$ cat src/rtl/inst_fetch_pkg.sv
// -----------------------------------------------------------------------------
// inst_fetch_pkg
// Shared configuration for the instruction fetch slice: default datapath
// width, instruction RAM placement and size, the fault substitute
// instruction, and the enable-level constants.
// Ports: none (package).
// -----------------------------------------------------------------------------
package inst_fetch_pkg;

    localparam int unsigned CFG_XLEN         = 32;
    localparam logic [31:0] CFG_BOOT_IT_ADDR = 32'h0000_0000;
    localparam int unsigned CFG_IT_RAM_DEPTH = 4096;
    localparam logic [31:0] CFG_NOP_INST     = 32'h0000_0013;

    // Enable levels for strobes driven toward the PC register and the RAM.
    localparam logic EN_ON  = 1'b1;
    localparam logic EN_OFF = 1'b0;

    // Width of a word index into an instruction RAM of depth_bytes bytes.
    function automatic int unsigned word_addr_bits(input int unsigned depth_bytes);
        return $clog2(depth_bytes / 4);
    endfunction

endpackage

$ cat src/rtl/inst_fetch_if.sv
// -----------------------------------------------------------------------------
// inst_fetch_if
// Bundles the fetch unit's three conversations: PC register (pc_addr,
// pc_en, redirect), instruction RAM read port (itram_rd_*) and the decode
// handshake (id_*).
// Modports:
//   master - the fetch unit (drives pc_en, itram_rd_en/addr, id_valid/inst/pc/fault)
//   slave  - its environment (drives pc_addr, redirect, itram_rd_data, id_ready)
// -----------------------------------------------------------------------------
interface inst_fetch_if
    import inst_fetch_pkg::*;
#(
    parameter int unsigned XLEN = CFG_XLEN,
    parameter int unsigned AW   = word_addr_bits(CFG_IT_RAM_DEPTH)
);

    logic [XLEN-1:0] pc_addr;
    logic            pc_en;
    logic            redirect;
    logic            itram_rd_en;
    logic [AW-1:0]   itram_rd_addr;
    logic [31:0]     itram_rd_data;
    logic            id_valid;
    logic            id_ready;
    logic [31:0]     id_inst;
    logic [XLEN-1:0] id_pc;
    logic            id_fault;

    modport master (
        input  pc_addr, redirect, itram_rd_data, id_ready,
        output pc_en, itram_rd_en, itram_rd_addr, id_valid, id_inst, id_pc, id_fault
    );

    modport slave (
        output pc_addr, redirect, itram_rd_data, id_ready,
        input  pc_en, itram_rd_en, itram_rd_addr, id_valid, id_inst, id_pc, id_fault
    );

endinterface

$ cat src/rtl/fetch_fifo2.sv
// -----------------------------------------------------------------------------
// fetch_fifo2
// Two-entry FIFO for fetch packets. Push and pop in the same cycle both take
// effect; flush empties it. Stored data is not reset.
// Ports:
//   clk      - clock
//   rst_i    - synchronous active-high reset (empties FIFO)
//   flush_i  - synchronous flush (empties FIFO, overrides push/pop)
//   push_i   - enqueue din_i (ignored when full and not popping)
//   din_i    - packet to enqueue
//   pop_i    - dequeue head (ignored when empty)
//   dout_o   - head packet
//   count_o  - occupancy 0..2
// -----------------------------------------------------------------------------
module fetch_fifo2 #(
    parameter int unsigned WIDTH = 1
) (
    input  logic             clk,
    input  logic             rst_i,
    input  logic             flush_i,
    input  logic             push_i,
    input  logic [WIDTH-1:0] din_i,
    input  logic             pop_i,
    output logic [WIDTH-1:0] dout_o,
    output logic [1:0]       count_o
);

    logic [WIDTH-1:0] mem_q [2];
    logic             wr_ptr_q;
    logic             rd_ptr_q;
    logic [1:0]       count_q;
    logic [1:0]       count_d;
    logic             do_push;
    logic             do_pop;

    always_comb begin
        do_pop  = pop_i && (count_q != 2'd0);
        // A full FIFO still accepts a push when the head leaves this cycle.
        do_push = push_i && ((count_q != 2'd2) || do_pop);
        count_d = count_q;
        case ({do_push, do_pop})
            2'b10:   count_d = count_q + 2'd1;
            2'b01:   count_d = count_q - 2'd1;
            default: count_d = count_q;
        endcase
    end

    always_ff @(posedge clk) begin
        if (rst_i || flush_i) begin
            wr_ptr_q <= 1'b0;
            rd_ptr_q <= 1'b0;
            count_q  <= 2'd0;
        end else begin
            if (do_push) begin
                mem_q[wr_ptr_q] <= din_i;
                wr_ptr_q        <= ~wr_ptr_q;
            end
            if (do_pop) begin
                rd_ptr_q <= ~rd_ptr_q;
            end
            count_q <= count_d;
        end
    end

    assign dout_o  = mem_q[rd_ptr_q];
    assign count_o = count_q;

endmodule

$ cat src/rtl/inst_fetch.sv
// -----------------------------------------------------------------------------
// inst_fetch
// Instruction fetch stage. Issues one RAM read per cycle that pc_en is high,
// tracks the single read in flight across the RAM's 1-cycle latency, and
// queues completed packets {pc, inst, fault} in a 2-entry FIFO toward decode.
// Misaligned or out-of-range addresses issue no RAM read and yield NOP_INST
// with the fault flag set. redirect flushes everything in the same cycle.
// Ports:
//   clk  - clock
//   rst  - synchronous active-high reset
//   bus  - inst_fetch_if.master: pc_addr/pc_en/redirect, itram_rd_*, id_*
// -----------------------------------------------------------------------------
module inst_fetch
    import inst_fetch_pkg::*;
#(
    parameter int unsigned     XLEN         = CFG_XLEN,
    parameter logic [XLEN-1:0] BOOT_IT_ADDR = CFG_BOOT_IT_ADDR,
    parameter int unsigned     IT_RAM_DEPTH = CFG_IT_RAM_DEPTH,
    parameter logic [31:0]     NOP_INST     = CFG_NOP_INST
) (
    input  logic         clk,
    input  logic         rst,
    inst_fetch_if.master bus
);

    localparam int unsigned AW    = $clog2(IT_RAM_DEPTH / 4);
    localparam int unsigned PKT_W = XLEN + 33;

    logic            infl_v_q,     infl_v_d;
    logic [XLEN-1:0] infl_pc_q,    infl_pc_d;
    logic            infl_fault_q, infl_fault_d;

    logic            pc_en;
    logic            fault;
    logic            pop;
    logic            push;
    logic [2:0]      occ;
    logic [XLEN:0]   pc_ext;
    logic [XLEN:0]   lo_ext;
    logic [XLEN:0]   hi_ext;
    logic [XLEN-1:0] off;
    logic [1:0]      fifo_count;
    logic [PKT_W-1:0] push_pkt;
    logic [PKT_W-1:0] head_pkt;
    logic            unused_off_bits;

    // Range compare one bit wider than XLEN so the upper bound cannot wrap.
    always_comb begin
        pc_ext = {1'b0, bus.pc_addr};
        lo_ext = {1'b0, BOOT_IT_ADDR};
        hi_ext = lo_ext + (XLEN+1)'(IT_RAM_DEPTH);
        fault  = (bus.pc_addr[1:0] != 2'b00) || (pc_ext < lo_ext) || (pc_ext >= hi_ext);
    end

    // Fetch allowed when the packets still owed (queued + in flight), less
    // the one leaving this cycle, leave room in the 2-entry FIFO.
    always_comb begin
        pop   = bus.id_valid && bus.id_ready;
        occ   = {1'b0, fifo_count} + {2'b00, infl_v_q};
        pc_en = !rst && !bus.redirect && (occ < (3'd2 + {2'b00, pop}));
    end

    assign off               = bus.pc_addr - BOOT_IT_ADDR;
    assign unused_off_bits   = ^{off[XLEN-1:AW+2], off[1:0]};
    assign bus.pc_en         = pc_en ? EN_ON : EN_OFF;
    assign bus.itram_rd_en   = (pc_en && !fault) ? EN_ON : EN_OFF;
    assign bus.itram_rd_addr = off[AW+1:2];

    always_comb begin
        infl_v_d     = pc_en;
        infl_pc_d    = infl_pc_q;
        infl_fault_d = infl_fault_q;
        if (pc_en) begin
            infl_pc_d    = bus.pc_addr;
            infl_fault_d = fault;
        end
    end

    // redirect already forces pc_en low, so it invalidates the slot here too.
    always_ff @(posedge clk) begin
        if (rst) begin
            infl_v_q <= 1'b0;
        end else begin
            infl_v_q <= infl_v_d;
        end
        infl_pc_q    <= infl_pc_d;
        infl_fault_q <= infl_fault_d;
    end

    // RAM data for a read issued before a redirect is dropped here.
    assign push     = infl_v_q && !bus.redirect;
    assign push_pkt = {infl_pc_q, (infl_fault_q ? NOP_INST : bus.itram_rd_data), infl_fault_q};

    fetch_fifo2 #(
        .WIDTH (PKT_W)
    ) u_fifo (
        .clk     (clk),
        .rst_i   (rst),
        .flush_i (bus.redirect),
        .push_i  (push),
        .din_i   (push_pkt),
        .pop_i   (pop),
        .dout_o  (head_pkt),
        .count_o (fifo_count)
    );

    assign bus.id_valid = (fifo_count != 2'd0);
    assign bus.id_pc    = head_pkt[PKT_W-1:33];
    assign bus.id_inst  = head_pkt[32:1];
    assign bus.id_fault = head_pkt[0];

endmodule

$ cat src/flat_wrapper.sv
// flat-port wrapper written by rule: the top's interface ports become plain ports
module inst_fetch_flat import inst_fetch_pkg::*;
#(
    parameter int unsigned     XLEN         = CFG_XLEN,
    parameter logic [XLEN-1:0] BOOT_IT_ADDR = CFG_BOOT_IT_ADDR,
    parameter int unsigned     IT_RAM_DEPTH = CFG_IT_RAM_DEPTH,
    parameter logic [31:0]     NOP_INST     = CFG_NOP_INST
)
  (clk, rst, bus_pc_addr, bus_redirect, bus_itram_rd_data, bus_id_ready, bus_pc_en, bus_itram_rd_en, bus_itram_rd_addr, bus_id_valid, bus_id_inst, bus_id_pc, bus_id_fault);
  inst_fetch_if #(.XLEN(XLEN), .AW((10))) bus_i ();
  input  logic clk;
  input  logic rst;
  input wire logic [$bits(bus_i.pc_addr)-1:0] bus_pc_addr;
  input wire logic [$bits(bus_i.redirect)-1:0] bus_redirect;
  input wire logic [$bits(bus_i.itram_rd_data)-1:0] bus_itram_rd_data;
  input wire logic [$bits(bus_i.id_ready)-1:0] bus_id_ready;
  output wire logic [$bits(bus_i.pc_en)-1:0] bus_pc_en;
  output wire logic [$bits(bus_i.itram_rd_en)-1:0] bus_itram_rd_en;
  output wire logic [$bits(bus_i.itram_rd_addr)-1:0] bus_itram_rd_addr;
  output wire logic [$bits(bus_i.id_valid)-1:0] bus_id_valid;
  output wire logic [$bits(bus_i.id_inst)-1:0] bus_id_inst;
  output wire logic [$bits(bus_i.id_pc)-1:0] bus_id_pc;
  output wire logic [$bits(bus_i.id_fault)-1:0] bus_id_fault;
  assign bus_i.pc_addr = bus_pc_addr;
  assign bus_i.redirect = bus_redirect;
  assign bus_i.itram_rd_data = bus_itram_rd_data;
  assign bus_i.id_ready = bus_id_ready;
  assign bus_pc_en = bus_i.pc_en;
  assign bus_itram_rd_en = bus_i.itram_rd_en;
  assign bus_itram_rd_addr = bus_i.itram_rd_addr;
  assign bus_id_valid = bus_i.id_valid;
  assign bus_id_inst = bus_i.id_inst;
  assign bus_id_pc = bus_i.id_pc;
  assign bus_id_fault = bus_i.id_fault;
  inst_fetch #(.XLEN(XLEN), .BOOT_IT_ADDR(BOOT_IT_ADDR), .IT_RAM_DEPTH(IT_RAM_DEPTH), .NOP_INST(NOP_INST)) u_core (.clk(clk), .rst(rst), .bus(bus_i));
endmodule
$ cat config.mk
export PLATFORM = sky130hd
export DESIGN_NAME = inst_fetch_flat
export DESIGN_NICKNAME = d
export VERILOG_FILES = /design/src/rtl/inst_fetch_pkg.sv /design/src/rtl/inst_fetch_if.sv /design/src/rtl/fetch_fifo2.sv /design/src/rtl/inst_fetch.sv /design/src/flat_wrapper.sv
export SDC_FILE = /design/constraint.sdc
export NUM_CORES = 1
export LEC_CHECK = 0
export BUFFER_PORTS_ARGS = -buffer_cell sky130_fd_sc_hd__clkbuf_2
export CAP_MARGIN = 20
export CORE_MARGIN = 2
export CORE_UTILIZATION = 54
export DETAILED_ROUTE_END_ITERATION = 7
export PLACE_DENSITY = 0.77
export SYNTH_ARGS = -nofsm -noshare
export SYNTH_HDL_FRONTEND = slang
export SYNTH_SLANG_ARGS = --single-unit
export TNS_END_PERCENT = 10
$ cat constraint.sdc
create_clock -name clk -period 13.39 [get_ports clk]
set_input_delay 1.339 -clock clk [delete_from_list [all_inputs] [get_ports clk]]
set_output_delay 1.339 -clock clk [all_outputs]
set_load 0.01 [all_outputs]
# After elaboration in Yosys (flattened, before gate mapping)
# Memories as Yosys holds them, arrays and structs flattened. A register that Yosys moved wholly into a read port is not among the register bits.
# Cells that the tools add are included.
[word_totals]
in_bits = 68
output_inout_bits = 78
elab_cells = 43
mem_count = 1
latchBits = 0
register_bits = 38
mem_bits_ro = 0
ramBits = 130
[classes]
order_cmp = 2
bitwise_logic = 2
mul = 0
addsub = 4
muxes = 9
n_reduce_logical = 16
shifts = 0
n_eq_ne = 3
div = 0
[memory_table]
columns = ["memory", "depth", "width", "rd", "rd_clocked_by_memory_dff", "wr", "line", "rtl"]
rows = [
  ["u_core.u_fifo.mem_q", 2, 65, 1, 1, 1, "fetch_fifo2.sv:28", "logic [WIDTH-1:0] mem_q [2];"],
]
[op_table]
columns = ["op", "count"]
rows = [
  [">= comparator 32 x 13 -> 1 bit (second input constant)", 1],
  ["two-way mux 32 bit", 1],
  ["logical AND 1 bit", 7],
  ["two-way mux 1 bit", 7],
  ["nonzero test 2 bit", 3],
  ["case mux 2 bit (2 select lines)", 1],
  ["adder 2 x 1 -> 3 bit", 1],
  ["adder 2 x 1 -> 3 bit (first input constant)", 1],
  ["logical NOT 1 bit", 3],
  ["logical OR 1 bit", 3],
  ["< comparator 3 bit", 1],
  ["adder 2 x 1 -> 2 bit (second input constant)", 1],
  ["== test 2 x 1 -> 1 bit (second input constant)", 1],
  ["== test 2 bit (second input constant)", 1],
  ["!= test 2 bit (second input constant)", 1],
  ["inverter 1 bit", 2],
  ["subtractor 2 x 1 -> 2 bit (second input constant)", 1],
]

# Depth between registers and ports, before layout
# Gate-level depths: netlist (run 1).
[logic_depth]
word_depth = 8
ltp_mapped = 6
ltp_nobuf = 6

# Hierarchy
# Synthesis (run 1) repeated with hierarchy kept, for this count alone.
[unflattened]
cells_unflattened = 328
area_unflattened_um2 = 6357.3
[by_module_without_submodules]
columns = ["module", "seq_area_each_um2", "area_per_inst_um2", "cells_each", "instances"]
rows = [
  ["fetch_fifo2", 4003.8, 4916.0, 229, 1],
  ["inst_fetch", 1011.0, 1441.4, 99, 1],
]

# Least setup slack after synthesis (run 1)
# Ideal clock, no wire load.
[synth_path]
kind = "input-to-reg"
from = "in bus_redirect"
to = "mem u_core.u_fifo.mem_q[1][0] (netlist bit), enable pin"
path_slack_ps = 6251
n_path_buf = 0
required_time_ps = 12807
arrival_ps = 6557
setup_time_ps = 583
stages = 3
cell_sequence = "nand2b_1 or2_2 nor3b_1"
[synth_between]
elab_chain_len = 6
word_cells_on_any_way = 7
classes_between = "mux (3); reduce/logical (4)"
[synth_lines]
columns = ["item", "line", "rtl"]
rows = [
  ["from (decl)", "flat_wrapper.sv:14", "input wire logic [$bits(bus_i.redirect)-1:0] bus_redirect;"],
  ["logical NOT 1 bit", "inst_fetch.sv:91", "assign push = infl_v_q && !bus.redirect;"],
  ["logical AND 1 bit", "inst_fetch.sv:91", ""],
  ["logical AND 1 bit", "fetch_fifo2.sv:39", "do_push = push_i && ((count_q != 2'd2) || do_pop);"],
  ["two-way mux 1 bit", "fetch_fifo2.sv:54", "if (do_push) begin"],
  ["two-way mux 1 bit (*)", "fetch_fifo2.sv:49", "if (rst_i || flush_i) begin"],
  ["two-way mux 1 bit (not written as such) (*)", "fetch_fifo2.sv:55", "mem_q[wr_ptr_q] <= din_i;"],
  ["to (decl)", "fetch_fifo2.sv:28", ""],
]
# Mark *: on every way between the ends. The rest lies on a longest branch, timed or not.

# Worst setup path after layout (run 1)
[layout_path]
from = "in rst"
to = "out bus_pc_en"
[layout_between]
elab_chain_len = 4
[layout_lines]
columns = ["item", "line", "rtl"]
rows = [
  ["from (decl)", "flat_wrapper.sv:12", "input logic rst;"],
  ["logical NOT 1 bit", "inst_fetch.sv:60", "pc_en = !rst && !bus.redirect && (occ < (3'd2 + {2'b00, pop}));"],
  ["logical AND 1 bit (2 in a row)", "inst_fetch.sv:60", ""],
  ["two-way mux 1 bit", "inst_fetch.sv:65", "assign bus.pc_en = pc_en ? EN_ON : EN_OFF;"],
  ["to (decl)", "flat_wrapper.sv:17", "output wire logic [$bits(bus_i.pc_en)-1:0] bus_pc_en;"],
]
# Every way passes these cells.

==> results of run 1 <==
==> cell usage in the layout (no fill, tap or decap), types with 2 or more instances in the layout <==
cell / count
nor4_1: 5
mux2_2: 65
clkinvlp_4: 3
inv_8: 5
ha_1: 3
buf_4: 6
xor2_1: 2
o21ai_0: 4
inv_6: 5
edfxtp_1: 163
nor2_1: 4
or3_1: 3
clkbuf_2: 145
nor2b_1: 30
clkbuf_16: 17
a21oi_1: 2
or2_2: 7
dfxtp_1: 5
==> per-stage QoR <==
step | util | instance area, µm² | setup WS (ps) | hold slack [ps]
after floorplan | - | 6332 | 6251 | 421.5
after global placement | 0.6277 | 7167 | 9406 | 422.5
after detailed placement | 0.6277 | 7167 | 9367 | 429.0
after CTS | 0.6764 | 7724 | 9377 | 445.5
after global routing | 0.6788 | 7751 | 9191 | 455.4
final | 0.6788 | 7751 | 9401 | 443.6
==> worst register-to-register path, cell delays in order, from the launching register on <==
cell	delay (ps)
dfxtp_1	370
ha_1	220
ha_1	170
or3_1	400
nor2b_4	130
buf_4	390
==> flip-flops by register name, summed over array words and instances, names as in the netlist, named ones only <==
name	cells
u_core.infl_v_q	1
u_core.infl_fault_q	1
u_core.infl_pc_q	32
u_core.u_fifo.count_o	2
u_core.u_fifo.rd_ptr_q	1
u_core.u_fifo.wr_ptr_q	1
u_core.u_fifo.mem_q	130
==> kinds of logic (layout without fill, tap and decap cells) <==
| family | Yosys count | count (layout) | synth area share |
|---|---|---|---|
| compound gates | 6 | 6 | 0.004742 |
| xor+xnor | 3 | 3 | 0.004150 |
| mux | 65 | 65 | 0.1156 |
| fa+ha+maj | 3 | 3 | 0.005928 |
| simple gates | 57 | 57 | 0.05592 |
| flops | 169 | 169 | 0.7919 |
| buf+inv | 21 | 185 | 0.02173 |
==> power groups by stage <==
stage               sequential, mW  combinational (mW)  clock, mW
floorplan                    0.601              0.0187          0
global placement             0.602              0.0351          0
detailed placement           0.602              0.0362          0
CTS                          0.591              0.0365      0.465
global route                 0.591              0.0403      0.488
finish                       0.590              0.0368      0.457
==> final timing paths <==
path	slack [ps]	from	depth (start not counted)	end
worst min register to register	440	u_core.infl_pc_q[21]	0	u_core.u_fifo.mem_q[0][54]
worst max register to register	11340	u_core.u_fifo.count_o[0]	5	u_core.infl_pc_q[25]
worst min-delay path	440	u_core.infl_pc_q[21]	0	u_core.u_fifo.mem_q[0][54]
worst max-delay path	9400	rst	5	bus_pc_en
==> cell type report <==
class | count | area [µm²]
Clock buffer | 17 | 425.4
Clock inverter | 15 | 131.4
Fill cell | 771 | 3667
Inverter | 1 | 3.754
Multi-Input combinational cell | 134 | 1197
Sequential cell | 169 | 5016
Tap cell | 143 | 178.9
Timing Repair Buffer | 152 | 798.3
==> routing by layer <==
layer / vias up / global-route usage / part of all wire
li1: 1546 / - / -
met1: 1579 / 0.2110 / 0.42
met2: 99 / 0.2916 / 0.50
met3: 15 / 0.05562 / 0.063
met4: 0 / 0.06911 / 0.017
met5: - / 0 / 0
==> qor.txt, run 1 <==
Logic pwr share: 0.034
Max Clk Rate: 250.7 MHz
Routed WL: 10.73 mm
relative slew slack: 0.5768
Tmin final: 3989 ps
Post-synth ARST share: 0
Synth top cells by count: 163 x edfxtp_1, 65 x mux2_2, 31 x nor2b_1, 15 x buf_4, 7 x or2_2
Final Hold Vio Count: 0
total grt overflow: 0
FP Rows: 39
Final Max Tran Viols: 0
CP delay by family, top: buffers and inverters
CP Class: in -> out
Reg power frac: 0.545
Syn Nets: 395
# hold bufs at CTS: 0
Buf/Inv on CP: 3
clock network fraction of total power: 0.421
syn avg cell area: 19.54 µm²
Iter 0 DRT Violations: 137
Clock Path Buffers: 2
Final Non-Filler Cells: 631
Worst-Skew Late Latency: 420 ps
post-synth cell types: 23
most used cell, CP: clkbuf_2
Core ar.: 11420 µm²
pin count of the biggest net entering global routing: 47
clock-pin slew on the worst setup and hold paths: 60 ps
vias in the first global route: 3365
DPL Wire Length: 7.077 mm
antenna viol nets, final: 0
# Post-CTS Setup Buffers: 0
diode count: 0
pwr/cell area: 139.8 nW/µm²
Sink Count: 169
Syn Std Cell Area: 6332 µm²
Yosys top cell by area: edfxtp_1
Static Leak: 2.850 nW
TNS Setup: 0 ps
Critical Path RT: 12050 ps
I/O pin cnt: 146
CTS tree: done
Layout Area Growth over Synthesis: 22.41%
#FFs+latches synth: 169
vias per inst: 5.133
switching share of total power: 0.2158
Sw Pwr: 0.2339 mW
layout cells sized above 1: 0.5328
clock skew: 7.672 ps
CTS resizes: 0
GP Congestion: 0.7257
initial antenna violation count: 0
total power draw: 1.084 mW
Worst Tran Pin Value: 634.8 ps
MaxCap Viol Count: 0
number of synthesized flops with an enable pin: 163
RSZ-0062 raised after global routing: no
gr usage total: 0.1737
DR vias: 3239
NumNets Final: 546
synth warn: 0
cts bufs inserted: 17
Post-synth top flop: edfxtp_1
Synth Instances: 324
slowest CP cell: or3_1
largest cells by area after synthesis: edfxtp_1 77%, mux2_2 12%, nor2b_1 3.1%, dfxtp_1 1.9%, buf_4 1.8%
maximum vdd drop: 0.09853 mV
routed length per instance: 17.00 µm
drt pass-1 iters: 4
CP max stage delay: 450 ps
Setup crit end kind: output pin
final setup vio count: 0
worst endpoint data arrival time: 2650 ps
final worst path period share: 0.2979
Placed Cells: 598
Starting Density: 0.5546
Die W: 112.3 µm
internal power: 0.8498 mW
full die area: 12610 µm²
Synth top area share: 0.7730
crit path cell chain: clkbuf_2, or3_1, nor2b_4, buf_4, clkbuf_2
crit-path max FO: 34
CP Launch Type: primary input
path type of the worst min-delay path: reg -> reg
Clock Root Buffer: clkbuf_16
first-pass GRT wire length: 16.60 mm
most frequent cell after synthesis: edfxtp_1
DR DRC count: 0
PortBufs: 145
outcome: finished clean
Seq/Total Area, Yosys: 0.7919
H-tree depth: 4
die height: 112.3 µm
Power figures use the tool's default switching activity.
==> run 2: changes to the inputs <==
CORE_UTILIZATION = 53   (was 54)
PLACE_DENSITY = 0.76   (was 0.77)
clock period = 4 ns   (was 13.39 ns; I/O delays follow)
==> run 2 against run 1 <==
Hold slack worse by 280 ps; final cell count shrank 0.16%; sequential cell count stayed put; utilization is 0.55 points higher; critical path type is now reg -> out; critical endpoint unchanged; via count up 0.99%.
==> qor.txt, run 2 (synthesis gave the netlist of run 1 again) <==
outcome: finished clean
DPL Wire Length: 6.948 mm
# Post-CTS Setup Buffers: 0
Reg power frac: 0.498
final-layout fill cell count: 765
Starting Density: 0.5499
total grt overflow: 0
Core ar.: 11520 µm²
GP Congestion: 0.7233
# hold bufs at CTS: 0
drt pass-1 iters: 4
clock network fraction of total power: 0.471
Register Area: 5016 µm²
pwr/cell area: 504.1 nW/µm²
Logic pwr share: 0.031
switching share of total power: 0.1795
worst hold path startpoint: bus_pc_addr[8]
Worst Tran Pin Value: 856.1 ps
Final Non-Filler Cells: 630
Reg2Reg Setup Slack: 1660 ps
commonest non-fill, non-tap cell in the layout: edfxtp_1
final setup vio count: 0
NumNets Final: 546
CTS tree: done
worst endpoint data arrival time: 2340 ps
most used cell, CP: ha_1
Reg2Reg Depth: 5
FP Rows: 39
antenna viol nets, final: 0
crit-path max FO: 19
I/O pin cnt: 146
DP Worst Slack: 1659 ps
Placed Cells: 599
CP Class: reg -> out
Final Max Tran Viols: 0
clock-pin slew on the worst setup and hold paths: 60 ps
path type of the worst min-delay path: in -> reg
Worst-Skew Late Latency: 420 ps
Clock Path Buffers: 2
Routed WL: 10.76 mm
Layout Area Growth over Synthesis: 24.46%
routed length per instance: 17.08 µm
maximum vdd drop: 0.3371 mV
initial antenna violation count: 0
diode count: 0
crit path launch: u_core.u_fifo.count_o[0]
CP delay by family, top: simple AND/OR/NAND/NOR gates
CP max stage delay: 500 ps
Setup crit end kind: output pin
PortBufs: 145
Iter 0 DRT Violations: 174
layout cells sized above 1: 0.5277
pin count of the biggest net entering global routing: 66
first-pass GRT wire length: 16.66 mm
H-tree depth: 4
area occupied by multi-input gates: 1204 µm²
clock skew: 7.243 ps
Max Clk Rate: 365.1 MHz
Hold Path Cell Cnt: 1
Largest register FFs: 130
Die W: 113.3 µm
WHS: 168.2 ps
internal power: 3.259 mW
Final Hold Vio Count: 0
CTS resizes: 0
DR DRC count: 0
Biggest register: u_core.u_fifo.mem_q
Crit Reg-Reg Endpoint: u_core.infl_pc_q[15]
vias in the first global route: 3440
Clock Root Buffer: clkbuf_16
vias per inst: 5.192
Buf/Inv on CP: 1
MaxCap Viol Count: 0
crit path cell chain: ha_1, ha_1, or3_1, nor2b_4, clkbuf_2
slowest CP cell: nor2b_4
die height: 113.3 µm
Sink Count: 169
Crit Reg-Reg Startpoint: u_core.u_fifo.count_o[0]
Sw Pwr: 0.7133 mW
DR vias: 3271
full die area: 12840 µm²
Tmin final: 2739 ps
RSZ-0062 raised after global routing: no
final setup margin: 1261 ps
Hold EP: u_core.infl_pc_q[8]
total power draw: 3.973 mW
gr usage total: 0.1749
cts bufs inserted: 17
CP Launch Type: flop
most frequent cells in the layout: 163 x edfxtp_1, 145 x clkbuf_2, 65 x mux2_2
Critical Path RT: 3600 ps
final worst path period share: 0.6847
relative slew slack: 0.4292
Static Leak: 2.915 nW
run 2: worst max-delay path by stage:
| stage | to | slack (ps) | cells after the start |
|---|---|---|---|
| detailed placement | u_core.infl_pc_q[14] | 1660 | 5 |
| finish | bus_pc_en | 1260 | 5 |
| global placement | u_core.infl_pc_q[11] | 1740 | 5 |
| global route | bus_pc_en | 1130 | 5 |
| floorplan | u_core.u_fifo.mem_q[0][0] | -1860 | 3 |
| CTS | bus_pc_en | 1220 | 5 |
run 2: layout make-up:
cell class / count / area share
repair buffers: 152 / 0.1013
well taps: 143 / 0.02270
flip-flops and latches: 169 / 0.6365
clock buffers: 20 / 0.05541
clock inverters: 11 / 0.03096
inverters: 1 / 0.0004763
multi-input cells: 134 / 0.1527
run 2: routing by layer:
layer	share of wire	wire length, µm	global-route usage
met5	0	0	0
met4	0.031	329	0.1008
met3	0.060	649	0.05035
met2	0.50	5379	0.2874
met1	0.41	4403	0.2072
run 2: power by group through the flow:
stage | clock [mW] | combinational (mW) | sequential (mW)
finish | 1.87 | 0.124 | 1.98
floorplan | 0 | 0.0627 | 2.01
global route | 1.97 | 0.136 | 1.98
global placement | 0 | 0.119 | 2.01
CTS | 1.90 | 0.127 | 1.98
detailed placement | 0 | 0.125 | 2.01
run 2: through the flow:
| stage | area (µm²) | util | TNS (ps) |
|---|---|---|---|
| floorplan | 6337 | - | -120790 |
| global placement | 7173 | 0.6229 | 0 |
| detailed placement | 7201 | 0.6253 | 0 |
| CTS | 7881 | 0.6844 | 0 |
| global route | 7881 | 0.6844 | 0 |
| finish | 7881 | 0.6844 | 0 |
==> run 3: changes to the inputs <==
CORE_UTILIZATION = 48   (was 53)
PLACE_DENSITY = 0.72   (was 0.76)
clock period = 2.3 ns   (was 4 ns; I/O delays follow)
==> run 3 against run 2 <==
Combinational power grew 110%; sequential cell count unchanged; clock skew increased by 2.2 ps; first-iteration DRC count down 2.3%; count of clock-buffer cells in the layout decreased by 3; utilization fell by 4.9 points; sequential power rose by 74%; power grew 57%; critical path type unchanged; largest power group unchanged.
==> qor.txt, run 3 (synthesis gave the netlist of run 1 again) <==
CP delay by family, top: simple AND/OR/NAND/NOR gates
vias in the first global route: 3584
maximum vdd drop: 0.5118 mV
most used cell, CP: ha_1
Sink Count: 169
routed length per instance: 16.96 µm
vias per inst: 4.978
Worst Tran Pin Value: 1034 ps
FP Rows: 41
Static Leak: 2.974 nW
layout cells sized above 1: 0.5126
slowest CP cell: or3_4
clock-pin slew on the worst setup and hold paths: 60 ps
Crit Reg-Reg Endpoint: u_core.infl_pc_q[28]
total grt overflow: 0
I/O pin cnt: 146
crit path cell chain: ha_1, ha_1, or3_4, nor4b_2, clkbuf_2
Crit Reg-Reg Startpoint: u_core.u_fifo.count_o[0]
PortBufs: 145
final setup margin: 79.69 ps
antenna viol nets, final: 0
Final Hold Vio Count: 0
clock network fraction of total power: 0.405
Routed WL: 11.68 mm
DPL Wire Length: 7.060 mm
Core ar.: 12770 µm²
MaxCap Viol Count: 0
internal power: 4.934 mW
Tmin final: 2220 ps
switching share of total power: 0.2076
outcome: finished clean
Largest register FFs: 130
GP Congestion: 0.7147
commonest non-fill, non-tap cell in the layout: edfxtp_1
DR vias: 3430
most frequent cells in the layout: 163 x edfxtp_1, 145 x clkbuf_2, 65 x mux2_2
worst endpoint data arrival time: 1990 ps
Clock Path Buffers: 2
Reg2Reg Depth: 6
Reg2Reg Setup Slack: 370 ps
final setup vio count: 0
Crit path depth: 5
Buf/Inv on CP: 1
Iter 0 DRT Violations: 170
path type of the worst min-delay path: in -> reg
initial antenna violation count: 0
Die W: 118.9 µm
DP Worst Slack: 342.6 ps
cts bufs inserted: 17
Critical Path RT: 2070 ps
RSZ-0062 raised after global routing: no
Layout Area Growth over Synthesis: 28.08%
CP Class: reg -> out
drt pass-1 iters: 4
crit path capture: bus_itram_rd_en
NumNets Final: 575
Worst-Skew Late Latency: 420 ps
die height: 118.9 µm
Logic pwr share: 0.042
Reg power frac: 0.552
diode count: 0
Starting Density: 0.4957
Max Clk Rate: 450.4 MHz
first-pass GRT wire length: 17.94 mm
Final Max Tran Viols: 0
clock skew: 9.454 ps
Sw Pwr: 1.293 mW
H-tree depth: 4
Clock Root Buffer: clkbuf_16
Biggest register: u_core.u_fifo.mem_q
relative slew slack: 0.3104
CP max stage delay: 360 ps
gr usage total: 0.1712
total power draw: 6.226 mW
CTS tree: done
pin count of the biggest net entering global routing: 66
crit path launch: u_core.u_fifo.count_o[0]
pwr/cell area: 767.7 nW/µm²
full die area: 14130 µm²
DR DRC count: 0
Setup crit end kind: output pin
crit-path max FO: 6
final worst path period share: 0.9654
CP Launch Type: flop
-- run 3: changes by cell type in the layout (fill, tap and decap cells not counted), sizes merged --
cell	delta
clkinvlp	+2
bufinv	-7
inv	+3
clkbuf	-3
buf	+1
clkinv	+6
dlygate4sd3	+28
-- run 3: power by group through the flow --
stage,Clock [mW],Combinational (mW),Sequential (mW)
3_5_place_dp,0,0.222,3.51
5_1_grt,2.72,0.285,3.44
4_1_cts,2.58,0.262,3.44
6_report,2.52,0.264,3.44
3_3_place_gp,0,0.216,3.50
2_1_floorplan,0,0.111,3.50
-- run 3: what timing repair did --
item | CTS | global route
resized for setup | 0 | 3
hold buffers | 28 | 0
setup endpoints to repair | 1 | 1
gates cloned | 0 | 0
buffers inserted | 1 | 0
endpoints found under the hold margin | 28 | 0
-- run 3: worst min-delay path by stage --
stage,from,endpoint,depth (start not counted)
final,bus_pc_addr[2],u_core.infl_pc_q[2],1
after global routing,bus_pc_addr[8],u_core.infl_pc_q[8],1
after CTS,bus_pc_addr[14],u_core.infl_pc_q[14],1
after detailed placement,bus_pc_addr[15],u_core.infl_pc_q[15],1
after global placement,u_core.infl_pc_q[4],u_core.u_fifo.mem_q[0][37],0
after floorplan,bus_pc_addr[0],u_core.infl_pc_q[0],0
-- run 3: area by class of cell --
type / instances / area [µm²]
Sequential cell: 169 / 5020
Clock inverter: 15 / 100.1
Clock buffer: 17 / 425.4
Tap cell: 172 / 215.2
Fill cell: 938 / 4663
Multi-Input combinational cell: 134 / 1230
Inverter: 1 / 3.754
Timing Repair Buffer: 181 / 1116
-- run 3: metal layers --
metal | track usage | up-vias | wire length (µm)
met5 | 0 | - | 0
met4 | 0.1064 | 0 | 378
met3 | 0.04262 | 24 | 519
met2 | 0.2884 | 105 | 6113
met1 | 0.1964 | 1699 | 4673
li1 | - | 1602 | -
-- run 3: metrics by stage --
stage | instance area (µm²) | hold WS, ps | util | instances | setup TNS, ps
floorplan | 6361 | 328.9 | - | 324 | -66800
global placement | 7279 | 422.8 | 0.5699 | 628 | 0
detailed placement | 7279 | 426.3 | 0.5699 | 628 | 0
CTS | 8093 | 2.574 | 0.6336 | 689 | 0
global route | 8110 | 12.70 | 0.6349 | 689 | 0
finish | 8110 | 30.21 | 0.6349 | 689 | 0
